`src/rtl/rf_writeback_pkg.sv`:
```
// ============================================================================
// Module      : rf_writeback_pkg
// Description : Shared widths and constants for the register-file writeback
//               arbiter and its scoreboard.
// Revision    : 1.0 - initial release
// ============================================================================
`default_nettype none

package rf_writeback_pkg;

    localparam int             REG_IDX_W      = 5;
    localparam int             NUM_REGS       = 32;
    localparam int             XLEN_DEF       = 32;
    localparam int             STARVE_MAX_DEF = 4;
    localparam logic [4:0]     X0_IDX         = 5'd0;

endpackage

`default_nettype wire

```
`src/rtl/rf_scoreboard.sv`:
```
// ============================================================================
// Module      : rf_scoreboard
// Description : 32-entry busy vector tracking outstanding long-latency writes;
//               a set in the same cycle as a clear of the same register wins.
// Revision    : 1.0 - initial release
// ============================================================================
`default_nettype none

module rf_scoreboard
    import rf_writeback_pkg::*;
(
    input  logic                 clk,
    input  logic                 rst,
    input  logic                 set_en,
    input  logic [REG_IDX_W-1:0] set_rd,
    input  logic                 clr_en,
    input  logic [REG_IDX_W-1:0] clr_rd,
    input  logic [REG_IDX_W-1:0] rs1,
    input  logic [REG_IDX_W-1:0] rs2,
    output logic                 rs_busy
);

    logic [NUM_REGS-1:0] busy_q;
    logic [NUM_REGS-1:0] busy_d;

    // Clear applied before set so a new issue supersedes a retiring write.
    always_comb begin
        busy_d = busy_q;
        if (clr_en) begin
            busy_d[clr_rd] = 1'b0;
        end
        if (set_en && (set_rd != X0_IDX)) begin
            busy_d[set_rd] = 1'b1;
        end
    end

    always_ff @(posedge clk or posedge rst) begin
        if (rst) begin
            busy_q <= '0;
        end else begin
            busy_q <= busy_d;
        end
    end

    assign rs_busy = busy_q[rs1] | busy_q[rs2];

endmodule

`default_nettype wire

```
`src/rtl/rf_writeback.sv`:
```
// ============================================================================
// Module      : rf_writeback
// Description : Single write-port arbiter (ALU vs long-latency results) with
//               starvation guard, registered RF write port and scoreboard.
//               Optional perf counters enabled by macro RF_WB_PERF_EN.
// Revision    : 1.0 - initial release
// ============================================================================
`default_nettype none

module rf_writeback
    import rf_writeback_pkg::*;
#(
    parameter int STARVE_MAX = STARVE_MAX_DEF,
    parameter int XLEN       = XLEN_DEF
) (
    input  logic                 clk,
    input  logic                 rst,
    input  logic                 a_valid,
    output logic                 a_ready,
    input  logic [REG_IDX_W-1:0] a_rd,
    input  logic [XLEN-1:0]      a_data,
    input  logic                 b_valid,
    output logic                 b_ready,
    input  logic [REG_IDX_W-1:0] b_rd,
    input  logic [XLEN-1:0]      b_data,
    input  logic                 sb_set,
    input  logic [REG_IDX_W-1:0] sb_rd,
    input  logic [REG_IDX_W-1:0] rs1,
    input  logic [REG_IDX_W-1:0] rs2,
    output logic                 rs_busy,
    output logic                 wen,
    output logic [REG_IDX_W-1:0] wraddr,
`ifdef RF_WB_PERF_EN
    output logic [XLEN-1:0]      wrdata,
    output logic [31:0]          perf_conflict,
    output logic [31:0]          perf_starve
`else
    output logic [XLEN-1:0]      wrdata
`endif
);

    localparam int STARVE_W = $clog2(STARVE_MAX + 1);

    logic [STARVE_W-1:0]  starve_q, starve_d;
    logic                 wen_q, wen_d;
    logic [REG_IDX_W-1:0] wraddr_q, wraddr_d;
    logic [XLEN-1:0]      wrdata_q, wrdata_d;

    logic starve_hit;
    logic a_grant, b_grant;
    logic a_xfer, b_xfer;

    always_comb begin
        starve_hit = a_valid && (starve_q == STARVE_W'(STARVE_MAX));
        b_grant    = b_valid && !starve_hit;
        a_grant    = a_valid && !b_grant;
        a_ready    = a_grant && !rst;
        b_ready    = b_grant && !rst;
        a_xfer     = a_valid && a_ready;
        b_xfer     = b_valid && b_ready;
    end

    always_comb begin
        starve_d = starve_q;
        if (!a_valid || a_xfer) begin
            starve_d = '0;
        end else if (starve_q != STARVE_W'(STARVE_MAX)) begin
            starve_d = starve_q + 1'b1;
        end
    end

    // x0 writes complete the handshake but never reach the register file.
    always_comb begin
        wen_d    = 1'b0;
        wraddr_d = wraddr_q;
        wrdata_d = wrdata_q;
        if (a_xfer && (a_rd != X0_IDX)) begin
            wen_d    = 1'b1;
            wraddr_d = a_rd;
            wrdata_d = a_data;
        end else if (b_xfer && (b_rd != X0_IDX)) begin
            wen_d    = 1'b1;
            wraddr_d = b_rd;
            wrdata_d = b_data;
        end
    end

    always_ff @(posedge clk or posedge rst) begin
        if (rst) begin
            starve_q <= '0;
            wen_q    <= 1'b0;
            wraddr_q <= '0;
            wrdata_q <= '0;
        end else begin
            starve_q <= starve_d;
            wen_q    <= wen_d;
            wraddr_q <= wraddr_d;
            wrdata_q <= wrdata_d;
        end
    end

    assign wen    = wen_q;
    assign wraddr = wraddr_q;
    assign wrdata = wrdata_q;

    rf_scoreboard u_scoreboard (
        .clk     (clk),
        .rst     (rst),
        .set_en  (sb_set),
        .set_rd  (sb_rd),
        .clr_en  (b_xfer),
        .clr_rd  (b_rd),
        .rs1     (rs1),
        .rs2     (rs2),
        .rs_busy (rs_busy)
    );

`ifdef RF_WB_PERF_EN
    logic [31:0] perf_conflict_q, perf_conflict_d;
    logic [31:0] perf_starve_q, perf_starve_d;

    // A starvation grant is one where B was also asking.
    always_comb begin
        perf_conflict_d = perf_conflict_q + {31'd0, (a_valid && b_valid)};
        perf_starve_d   = perf_starve_q + {31'd0, (a_xfer && b_valid)};
    end

    always_ff @(posedge clk or posedge rst) begin
        if (rst) begin
            perf_conflict_q <= '0;
            perf_starve_q   <= '0;
        end else begin
            perf_conflict_q <= perf_conflict_d;
            perf_starve_q   <= perf_starve_d;
        end
    end

    assign perf_conflict = perf_conflict_q;
    assign perf_starve   = perf_starve_q;
`endif

endmodule

`default_nettype wire

```
`config.mk`:
```
export PLATFORM = sky130hd
export DESIGN_NAME = rf_writeback
export DESIGN_NICKNAME = d
export VERILOG_FILES = /design/src/rtl/rf_writeback_pkg.sv /design/src/rtl/rf_scoreboard.sv /design/src/rtl/rf_writeback.sv
export SDC_FILE = /design/constraint.sdc
export NUM_CORES = 1
export LEC_CHECK = 0
export ABC_AREA = 1
export BUFFER_PORTS_ARGS = -buffer_cell sky130_fd_sc_hd__buf_2
export CORE_ASPECT_RATIO = 0.6
export CORE_UTILIZATION = 50
export CTS_BUF_LIST = sky130_fd_sc_hd__clkbuf_4
export DETAILED_ROUTE_END_ITERATION = 8
export PLACE_DENSITY = 0.9
export SLEW_MARGIN = 15
export SYNTH_ARGS = -nofsm -noshare
export SYNTH_HDL_FRONTEND = slang
export SYNTH_SLANG_ARGS = --single-unit
```
`constraint.sdc`:
```
create_clock -name clk -period 3.75 [get_ports clk]
set_input_delay 1.125 -clock clk [delete_from_list [all_inputs] [get_ports clk]]
set_output_delay 1.125 -clock clk [all_outputs]
set_load 0.02 [all_outputs]
```
==> results of run 1 <==
through the flow:
step | instances | util, %
CTS | 789 | 64.52
detailed placement | 773 | 62.73
global route | 789 | 64.52
floorplan | 549 | -
global placement | 773 | 62.73
finish | 789 | 64.52
worst paths after layout:
| kind | slack [ns] | to | from |
|---|---|---|---|
| max | 0.18 | rs_busy | rs1[0] |
| min | 0.49 | wrdata[27]$_DFFE_PP0P_ | wrdata[27]$_DFFE_PP0P_ |
| max reg2reg | 1.68 | wraddr[3]$_DFFE_PP0P_ | starve_q[0]$_DFFE_PP0P_ |
| min reg2reg | 0.49 | wrdata[27]$_DFFE_PP0P_ | wrdata[27]$_DFFE_PP0P_ |
| max in group asynchronous | 2.15 | wraddr[1]$_DFFE_PP0P_ | rst |
| min in group asynchronous | 1.03 | u_scoreboard.busy_q[17]$_DFF_PP0_ | rst |
worst reg2reg max path: cells and delay by family, from the launching register on:
kind,cells,cell delay (ns)
flops,1,0.42
fa+ha+maj,1,0.16
simple gates,5,0.71
buf+inv,2,0.47
compound gates,1,0.20
kinds of logic (layout without fill, tap and decap cells):
group,count (synthesis),in the layout,share of synthesized area (%)
buffers and inverters,71,207,7.951
DFF,73,73,46.07
adders and majority gates,2,2,0.6310
AOI/OAI and AO/OA,105,105,13.63
and+or+nand+nor,298,298,31.71
layout by cell type, fill, tap and decap left out:
| cell | netlist | final |
|---|---|---|
| nand3_1 | 73 | 73 |
| nand2_2 | 1 | 1 |
| o211ai_1 | 3 | 3 |
| inv_1 | 50 | 49 |
| clkinv_4 | 0 | 1 |
| nand3b_1 | 4 | 4 |
| nor2_4 | 2 | 2 |
| buf_4 | 2 | 6 |
| a21oi_1 | 17 | 17 |
| nor2_2 | 2 | 2 |
| clkinv_2 | 0 | 4 |
| buf_2 | 9 | 134 |
| o31ai_1 | 3 | 3 |
| bufinv_16 | 0 | 1 |
| inv_2 | 1 | 1 |
| nand4_1 | 2 | 2 |
| ha_1 | 2 | 2 |
| nor2_1 | 31 | 31 |
| o21ai_1 | 8 | 8 |
| and3_1 | 1 | 1 |
| nand2_1 | 180 | 180 |
| o21ai_0 | 74 | 74 |
| nor3_1 | 2 | 2 |
| dfrtp_1 | 73 | 73 |
| clkbuf_4 | 0 | 10 |
| clkinvlp_4 | 0 | 1 |
metal layers:
| layer | GRT usage, % | vias to the layer above |
|---|---|---|
| met2 | 46.75 | 224 |
| met5 | 4.848 | - |
| met4 | 10.41 | 0 |
| met3 | 10.88 | 34 |
| li1 | - | 2051 |
| met1 | 41.82 | 2027 |
power groups by stage:
stage / combinational (W) / clock, W / sequential [W]
3_3_place_gp: 0.000572 / 0 / 0.00108
3_5_place_dp: 0.000593 / 0 / 0.00108
6_report: 0.000603 / 0.000484 / 0.00108
4_1_cts: 0.000596 / 0.000486 / 0.00107
2_1_floorplan: 0.000304 / 0 / 0.00111
5_1_grt: 0.000673 / 0.000518 / 0.00109
area by class of cell:
class / instances / area (um2)
flip-flops and latches: 73 / 1827
fillers: 668 / 2653
clock buffers: 10 / 75.07
well taps: 104 / 130.1
multi-input cells: 405 / 1823
repair buffers: 140 / 715.7
inverters: 51 / 195.2
clock inverters: 6 / 58.81
sequential cells by signal, summed over array words and instances, names as in the netlist:
signal               cells
wen                      1
wrdata                  32
u_scoreboard.busy_q     32
wraddr                   5
starve_q                 3
==> results.sh, run 1 <==
export IMPL_status="finished clean"
export IMPL_relSlewSlack_pct=40.19
export IMPL_syn_avg_cell_area_um2=7.222
export IMPL_syn_to_final_growth_pct=21.68
export IMPL_path_depth=9
export IMPL_grt_remaining_overflow=0
export IMPL_period_share_pct=95.32
export IMPL_power_frac_seq_pct=49.8
export IMPL_yosysTopAreaCell="dfrtp_1"
export IMPL_placed_cell_area_um2=4691
export IMPL_yosys_warnings=0
export IMPL_final_setup_viol_count=0
export IMPL_netlist_top_cells_count="nand2_1, o21ai_0, dfrtp_1, nand3_1, inv_1"
export IMPL_drc=0
export IMPL_grt_max_degree=75
export IMPL_cp_common_cell="nand3_1"
export IMPL_slew_violations=0
export IMPL_comb_power_share_pct=27.9
export IMPL_ant_nets=0
export IMPL_cts_repair_resized=0
export IMPL_final_nets=776
export IMPL_die_y_um=70.98
export IMPL_insertion_delay_ns=0.43
export IMPL_grt_pass1_vias=4107
export IMPL_met2_length_um=5343
export IMPL_grt_pass1_wl_um=19290
export IMPL_top_layer_used="met4"
export IMPL_antenna_cells=0
export IMPL_rows=24
export IMPL_slowest_stage="buf_2"
export IMPL_cp_end_kind="output pin"
export IMPL_ys_types=24
export IMPL_crit_chain="buf_2 > inv_1 > o21ai_0 > nand3_1 > nand3_1 > nand3_1 > nand2_1 > nand2_1 > buf_2"
export IMPL_leakagePower_nw=2.543
export IMPL_async_flop_share_pct=100.0
export IMPL_hold_depth=2
export IMPL_powerDensity_nw_per_um2=448.9
export IMPL_cp_max_fo=19
export IMPL_ctsHoldBuffers=0
export IMPL_swShare_pct=37.24
export IMPL_crit_path_start_kind="input port"
export IMPL_syn_area_um2=3965
export IMPL_cts_sinks=73
export IMPL_timing_max_cap_violations=0
export IMPL_drive_above_1_share_pct=23.80
export IMPL_intPower_w=0.001359
export IMPL_ys_seq_elements=73
export IMPL_rsz0062_at_grt="no"
export IMPL_finalInstanceArea_um2=4825
export IMPL_synth_area_top_cells="dfrtp_1, nand2_1, o21ai_0, nand3_1, inv_1"
export IMPL_dp_hpwl_um=9269
export IMPL_tritoncts="done"
export IMPL_path_buf_inv=3
export IMPL_path_delay_family="buffers and inverters"
export IMPL_hold_path_class="register to register"
export IMPL_clock_power_share_pct=22.4
export IMPL_avgViaCountPerCell=5.496
export IMPL_core_area_um2=7477
export IMPL_start_util_pct=53.03
export IMPL_gp_congestion=0.9579
export IMPL_hold_slack_ns=0.4910
export IMPL_critPathKind="input port to output pin"
export IMPL_synth_edff_count=0
export IMPL_setup_tns_ns=0
export IMPL_wl_per_cell_um=15.51
export IMPL_cts_root_buf="clkbuf_4"
export IMPL_drt_iter0_drc=351
export IMPL_grt_use_total_pct=31.17
export IMPL_synth_seq_area_share_pct=46.07
export IMPL_ys_flop_type="dfrtp_1"
export IMPL_die_w_um=117.0
export IMPL_power_switching_w=0.0008065
export IMPL_antenna_found_initial=0
export IMPL_synthMostInstantiatedCell="nand2_1"
export IMPL_max_freq_mhz=279.8
export IMPL_place_ws_ns=0.2115
export IMPL_wl_met1_um=5275
export IMPL_cts_htree_levels=3
export IMPL_crit_path_max_incr_delay_ns=0.28
export IMPL_worstPathArrival_ns=2.45
export IMPL_path_clk_slew_ns=0.10
export IMPL_cts_setup_buffers=0
export IMPL_cts_made_buffers=9
export IMPL_io_buffers=134
export IMPL_reg2reg_depth=9
export IMPL_clockBufferDepth=2
export IMPL_final_setup_worst_slack_ns=0.1755
export IMPL_met3_length_um=1343
export IMPL_syn_nets=645
export IMPL_ioPinCount=135
export IMPL_wl_um=12230
export IMPL_vias=4336
export IMPL_finalClockSkew_ns=0.008099
export IMPL_die_area_um2=8302
export IMPL_cp_required_ns=2.62
export IMPL_finalCriticalPeriod_ns=3.574
export IMPL_synth_top_cell_area_share_pct=46.07
export IMPL_syn_inst=549
export IMPL_final_hold_viol_count=0
export IMPL_finalPower_w=0.002166
export IMPL_peakVddDrop_mv=0.2886
export IMPL_first_pass_iters=5
export IMPL_worstMarginPinSlew_ns=0.8972
(Power assumes the default switching activity.)
==> run 2, diff against run 1 <==
--- a/config.mk
+++ b/config.mk
@@ -5,7 +5,6 @@
 export SDC_FILE = /design/constraint.sdc
 export NUM_CORES = 1
 export LEC_CHECK = 0
-export ABC_AREA = 1
 export BUFFER_PORTS_ARGS = -buffer_cell sky130_fd_sc_hd__buf_2
 export CORE_ASPECT_RATIO = 0.6
 export CORE_UTILIZATION = 50
==> results.sh, run 2 <==
export IMPL_grt_remaining_overflow=0
export IMPL_cp_end_kind="output pin"
export IMPL_yosysTopAreaCell="dfrtp_1"
export IMPL_worstPathArrival_ns=2.51
export IMPL_final_setup_worst_slack_ns=0.1174
export IMPL_hold_depth=2
export IMPL_final_hold_viol_count=0
export IMPL_drt_iter0_drc=342
export IMPL_ant_nets=0
export IMPL_antenna_found_initial=0
export IMPL_grt_pass1_wl_um=17580
export IMPL_place_ws_ns=0.02066
export IMPL_die_w_um=115.3
export IMPL_insertion_delay_ns=0.41
export IMPL_reg2reg_depth=9
export IMPL_whs_endpoint="wrdata[30]$_DFFE_PP0P_"
export IMPL_ioPinCount=135
export IMPL_die_y_um=69.99
export IMPL_period_share_pct=96.87
export IMPL_cp_required_ns=2.62
export IMPL_synthMostInstantiatedCell="o21ai_0"
export IMPL_die_area_um2=8071
export IMPL_final_common_cell="buf_2"
export IMPL_layout_common_cells="buf_2, o21ai_0, dfrtp_1, nand2_1, mux2i_1"
export IMPL_setup_tns_ns=0
export IMPL_finalCriticalPeriod_ns=3.633
export IMPL_critPathKind="input port to output pin"
export IMPL_async_flop_share_pct=100.0
export IMPL_ys_flop_type="dfrtp_1"
export IMPL_cp_max_fo=5
export IMPL_syn_avg_cell_area_um2=10.11
export IMPL_grt_pass1_vias=3558
export IMPL_reg2reg_slack_ns=1.25
export IMPL_fillCellCount=580
export IMPL_final_nets=606
export IMPL_slew_violations=0
export IMPL_fin_util_pct=64.51
export IMPL_drc=0
export IMPL_path_clk_slew_ns=0.12
export IMPL_io_buffers=134
export IMPL_clockBufferDepth=2
export IMPL_ys_seq_elements=73
export IMPL_gp_congestion=1.008
export IMPL_first_pass_iters=5
export IMPL_vias=3599
export IMPL_relSlewSlack_pct=40.06
export IMPL_wl_met1_um=4527
export IMPL_rows=24
export IMPL_ys_types=48
export IMPL_leakagePower_nw=2.178
export IMPL_status="finished clean"
export IMPL_cts_made_buffers=9
export IMPL_finalClockSkew_ns=0.01246
export IMPL_synth_seq_area_share_pct=47.42
export IMPL_dp_hpwl_um=8171
export IMPL_final_setup_viol_count=0
export IMPL_wl_per_cell_um=17.30
export IMPL_drive_above_1_share_pct=34.56
export IMPL_synth_area_top_cells="dfrtp_1, o21ai_0, mux2i_1, mux4_2, nand2_1"
export IMPL_crit_path_start_kind="input port"
export IMPL_synth_top_cell_area_share_pct=47.42
export IMPL_tritoncts="done"
export IMPL_max_freq_mhz=275.3
export IMPL_cts_htree_levels=3
export IMPL_top_layer_used="met4"
export IMPL_hold_path_class="register to register"
export IMPL_worstMarginPinSlew_ns=0.8991
export IMPL_grt_use_total_pct=28.62
export IMPL_core_area_um2=7357
export IMPL_powerDensity_nw_per_um2=451.8
export IMPL_peakVddDrop_mv=0.2051
export IMPL_wl_um=10710
export IMPL_hp_start="wrdata[30]$_DFFE_PP0P_"
export IMPL_netlist_top_cells_count="o21ai_0, dfrtp_1, nand2_1"
export IMPL_syn_inst=381
export IMPL_met3_length_um=1132
export IMPL_syn_to_final_growth_pct=23.19
export IMPL_syn_area_um2=3852
export IMPL_antenna_cells=0
export IMPL_grt_max_degree=74
export IMPL_syn_nets=477
export IMPL_timing_max_cap_violations=0
export IMPL_yosys_warnings=0
export IMPL_cts_sinks=73
export IMPL_synth_edff_count=0
export IMPL_rsz0062_at_grt="no"
export IMPL_avgViaCountPerCell=5.814
export IMPL_cts_root_buf="clkbuf_4"
export IMPL_timing_rr_start="starve_q[0]$_DFFE_PP0P_"
export IMPL_worstReg2RegEnd="wrdata[8]$_DFFE_PP0P_"
export IMPL_met2_length_um=4832
export IMPL_start_util_pct=52.36
[run 2: power by group]
part           total, W  internal, W  switching, W
combinational  0.000586     0.000257      0.000329
sequential      0.00108     0.000935      0.000142
clock          0.000482     0.000202      0.000280
[run 2: logic make-up (layout without fill, tap and decap cells)]
| logic type | Yosys count | after routing | synth area share [%] |
|---|---|---|---|
| AOI/OAI and AO/OA | 132 | 132 | 20.23 |
| and+or+nand+nor | 91 | 91 | 12.05 |
| DFF | 73 | 73 | 47.42 |
| muxes | 43 | 43 | 14.84 |
| buffers and inverters | 40 | 174 | 4.807 |
| adders and majority gates | 2 | 2 | 0.6495 |
[run 2: cell type report]
class	instances	area (um2)	share of cell area, %
clock inverter	7	70.07	1.476
clock buffer	9	67.56	1.424
timing repair buffer	142	742.0	15.63
multi-input combinational	268	1846	38.89
tap	104	130.1	2.742
inverter	16	63.81	1.345
sequential	73	1827	38.49
[run 2: worst max path at each step]
stage,depth (start not counted),start,endpoint
final,7,rs1[0],rs_busy
after global routing,7,rs1[0],rs_busy
after CTS,7,rs2[2],rs_busy
after detailed placement,7,rs2[2],rs_busy
after global placement,7,rs2[2],rs_busy
after floorplan,3,rst,a_ready
[run 2: layer usage]
| metal | global-route usage, % | vias to the layer above |
|---|---|---|
| met3 | 8.767 | 38 |
| li1 | - | 1657 |
| met2 | 44.64 | 228 |
| met5 | 0 | - |
| met4 | 9.235 | 0 |
| met1 | 38.21 | 1676 |
[run 2: metrics by stage]
| step | hold slack, ns | instance area, um2 | cells | power, W |
|---|---|---|---|---|
| after floorplan | 0.4707 | 3856 | 381 | 0.001405 |
| after global placement | 0.5109 | 4593 | 603 | 0.001627 |
| after detailed placement | 0.5148 | 4593 | 603 | 0.001656 |
| after CTS | 0.5361 | 4731 | 619 | 0.002136 |
| after global routing | 0.5633 | 4746 | 619 | 0.002249 |
| final | 0.5363 | 4746 | 619 | 0.002144 |
[run 2: worst max-delay path, cell delays in order]
cell      delay [ns]
buf_4           0.13
mux4_2          0.53
nand4b_1        0.11
nand4_1         0.08
a311oi_1        0.22
nand4_1         0.13
buf_4           0.18
[run 2: timing repair]
action	4_1_cts	5_1_grt
setup endpoints to repair	0	1
buffers inserted	0	0
endpoints found under the hold margin	0	0
gates resized for setup	0	9
hold buffers	0	0
==> run 3, diff against run 2 <==
--- a/config.mk
+++ b/config.mk
@@ -7,10 +7,11 @@
 export LEC_CHECK = 0
 export BUFFER_PORTS_ARGS = -buffer_cell sky130_fd_sc_hd__buf_2
 export CORE_ASPECT_RATIO = 0.6
-export CORE_UTILIZATION = 50
-export CTS_BUF_LIST = sky130_fd_sc_hd__clkbuf_4
+export CORE_UTILIZATION = 47
+export CTS_BUF_LIST = sky130_fd_sc_hd__clkbuf_4 sky130_fd_sc_hd__clkbuf_8
 export DETAILED_ROUTE_END_ITERATION = 8
-export PLACE_DENSITY = 0.9
+export PLACE_DENSITY = 0.89
+export RECOVER_POWER = 100
 export SLEW_MARGIN = 15
 export SYNTH_ARGS = -nofsm -noshare
 export SYNTH_HDL_FRONTEND = slang
==> constraint.sdc (replaced) <==
create_clock -name clk -period 3.3 [get_ports clk]
set_input_delay 0.99 -clock clk [delete_from_list [all_inputs] [get_ports clk]]
set_output_delay 0.99 -clock clk [all_outputs]
set_load 0.02 [all_outputs]
==> results.sh, run 3 (synthesis results as in run 2) <==
export IMPL_cts_sinks=73
export IMPL_slowest_stage="mux4_2"
export IMPL_dp_hpwl_um=8278
export IMPL_timing_max_cap_violations=1
export IMPL_syn_to_final_growth_pct=24.16
export IMPL_rows=25
export IMPL_crit_path_start_kind="input port"
export IMPL_slew_violations=74
export IMPL_layout_common_cells="o21ai_0, buf_2, dfrtp_1, clkbuf_1, nand2_1"
export IMPL_worstMarginPinSlew_ns=1.770
export IMPL_ioPinCount=135
export IMPL_hold_path_class="register to register"
export IMPL_drive_above_1_share_pct=26.36
export IMPL_final_hold_viol_count=0
export IMPL_cp_common_cell="nand4_1"
export IMPL_status="finished, violations left"
export IMPL_max_freq_mhz=299.6
export IMPL_period_share_pct=101.1
export IMPL_drt_iter0_drc=346
export IMPL_wl_um=11020
export IMPL_grt_pass1_vias=3462
export IMPL_reg2reg_slack_ns=0.20
export IMPL_ctsHoldBuffers=0
export IMPL_grt_remaining_overflow=0
export IMPL_insertion_delay_ns=0.35
export IMPL_cp_required_ns=2.31
export IMPL_powerDensity_nw_per_um2=535.1
export IMPL_drc=0
export IMPL_cp_end_kind="output pin"
export IMPL_clockBufferDepth=2
export IMPL_path_clk_slew_ns=0.08
export IMPL_final_common_cell="o21ai_0"
export IMPL_io_buffers=134
export IMPL_core_area_um2=7914
export IMPL_ant_nets=0
export IMPL_final_setup_worst_slack_ns=-0.03730
export IMPL_die_y_um=72.13
export IMPL_cp_max_fo=5
export IMPL_crit_path_max_incr_delay_ns=0.48
export IMPL_final_setup_viol_count=1
export IMPL_die_w_um=118.9
export IMPL_antenna_cells=0
export IMPL_grt_pass1_wl_um=17510
export IMPL_rsz0062_at_grt="yes"
export IMPL_finalPower_w=0.002560
export IMPL_setup_tns_ns=-0.03730
export IMPL_place_ws_ns=-0.1530
export IMPL_start_util_pct=48.68
export IMPL_avgViaCountPerCell=5.758
export IMPL_dp_cells=609
export IMPL_grt_use_total_pct=26.80
export IMPL_tritoncts="done"
export IMPL_fin_cells=624
export IMPL_worstPathArrival_ns=2.35
export IMPL_cts_root_buf="clkbuf_8"
export IMPL_leakagePower_nw=2.086
export IMPL_crit_chain="buf_12 > mux4_2 > nand4b_1 > nand4_1 > a311oi_1 > nand4_1 > buf_4"
export IMPL_peakVddDrop_mv=0.2174
export IMPL_die_area_um2=8575
export IMPL_critPathKind="input port to output pin"
export IMPL_first_pass_iters=5
export IMPL_cts_made_buffers=9
export IMPL_final_nets=608
export IMPL_violations="max-capacitance violations, max-slew violations, negative setup slack"
export IMPL_finalCriticalPeriod_ns=3.337
export IMPL_cts_setup_buffers=0
export IMPL_cts_htree_levels=3
export IMPL_grt_max_degree=74
export IMPL_vias=3593
export IMPL_gp_congestion=0.9980
export IMPL_relSlewSlack_pct=-17.98
export IMPL_wl_per_cell_um=17.65
export IMPL_antenna_found_initial=0
export IMPL_finalClockSkew_ns=0.009345
[run 3: repair_timing]
item / 4_1_cts / 5_1_grt
cloned: 0 / 0
endpoints found under the setup margin: 1 / 1
pin swaps: 3 / 5
gates resized for setup: 7 / 3
[run 3: power by group]
group / switching, W / internal [W]
sequential: 0.000169 / 0.00106
combinational: 0.000370 / 0.000270
clock: 0.000339 / 0.000347
total: 0.000879 / 0.00168
[run 3: metal layers]
| metal | track usage, % | vias up | wire, um |
|---|---|---|---|
| li1 | - | 1647 | - |
| met1 | 35.31 | 1680 | 4562 |
| met2 | 40.61 | 232 | 4887 |
| met3 | 9.355 | 34 | 1306 |
| met4 | 10.97 | 0 | 259 |
| met5 | 2.273 | - | 0 |
[run 3: worst paths after layout]
kind | start | to | depth (start not counted)
hold reg to reg | wrdata[15]$_DFFE_PP0P_ | wrdata[15]$_DFFE_PP0P_ | 2
max in group asynchronous | rst | wrdata[27]$_DFFE_PP0P_ | 3
setup / recovery | rs1[0] | rs_busy | 7
min in group asynchronous | rst | starve_q[2]$_DFFE_PP0P_ | 3
setup reg to reg | starve_q[0]$_DFFE_PP0P_ | wrdata[8]$_DFFE_PP0P_ | 9
hold / removal | wrdata[15]$_DFFE_PP0P_ | wrdata[15]$_DFFE_PP0P_ | 2
[run 3: worst max-delay path, delay by kind of cell]
family | cells | cell delay (ns)
compound gates | 1 | 0.26
buf+inv | 2 | 0.27
mux | 1 | 0.48
simple gates | 3 | 0.34
[run 3: area by class of cell]
cell class	instances	area, um2
Multi-Input combinational cell	268	1842
Clock inverter	6	67.56
Inverter	16	63.81
Fill cell	686	3131
Clock buffer	9	123.9
Timing Repair Buffer	144	724.4
Sequential cell	73	1827
Tap cell	108	135.1
[run 3: through the flow]
stage | hold WS (ns) | util [%] | cell area, um2
4_1_cts | 0.5323 | 61.17 | 4841
3_3_place_gp | 0.5103 | 58.45 | 4626
5_1_grt | 0.5746 | 60.44 | 4783
3_5_place_dp | 0.5165 | 58.45 | 4626
2_1_floorplan | 0.4707 | - | 3866
6_report | 0.5492 | 60.44 | 4783
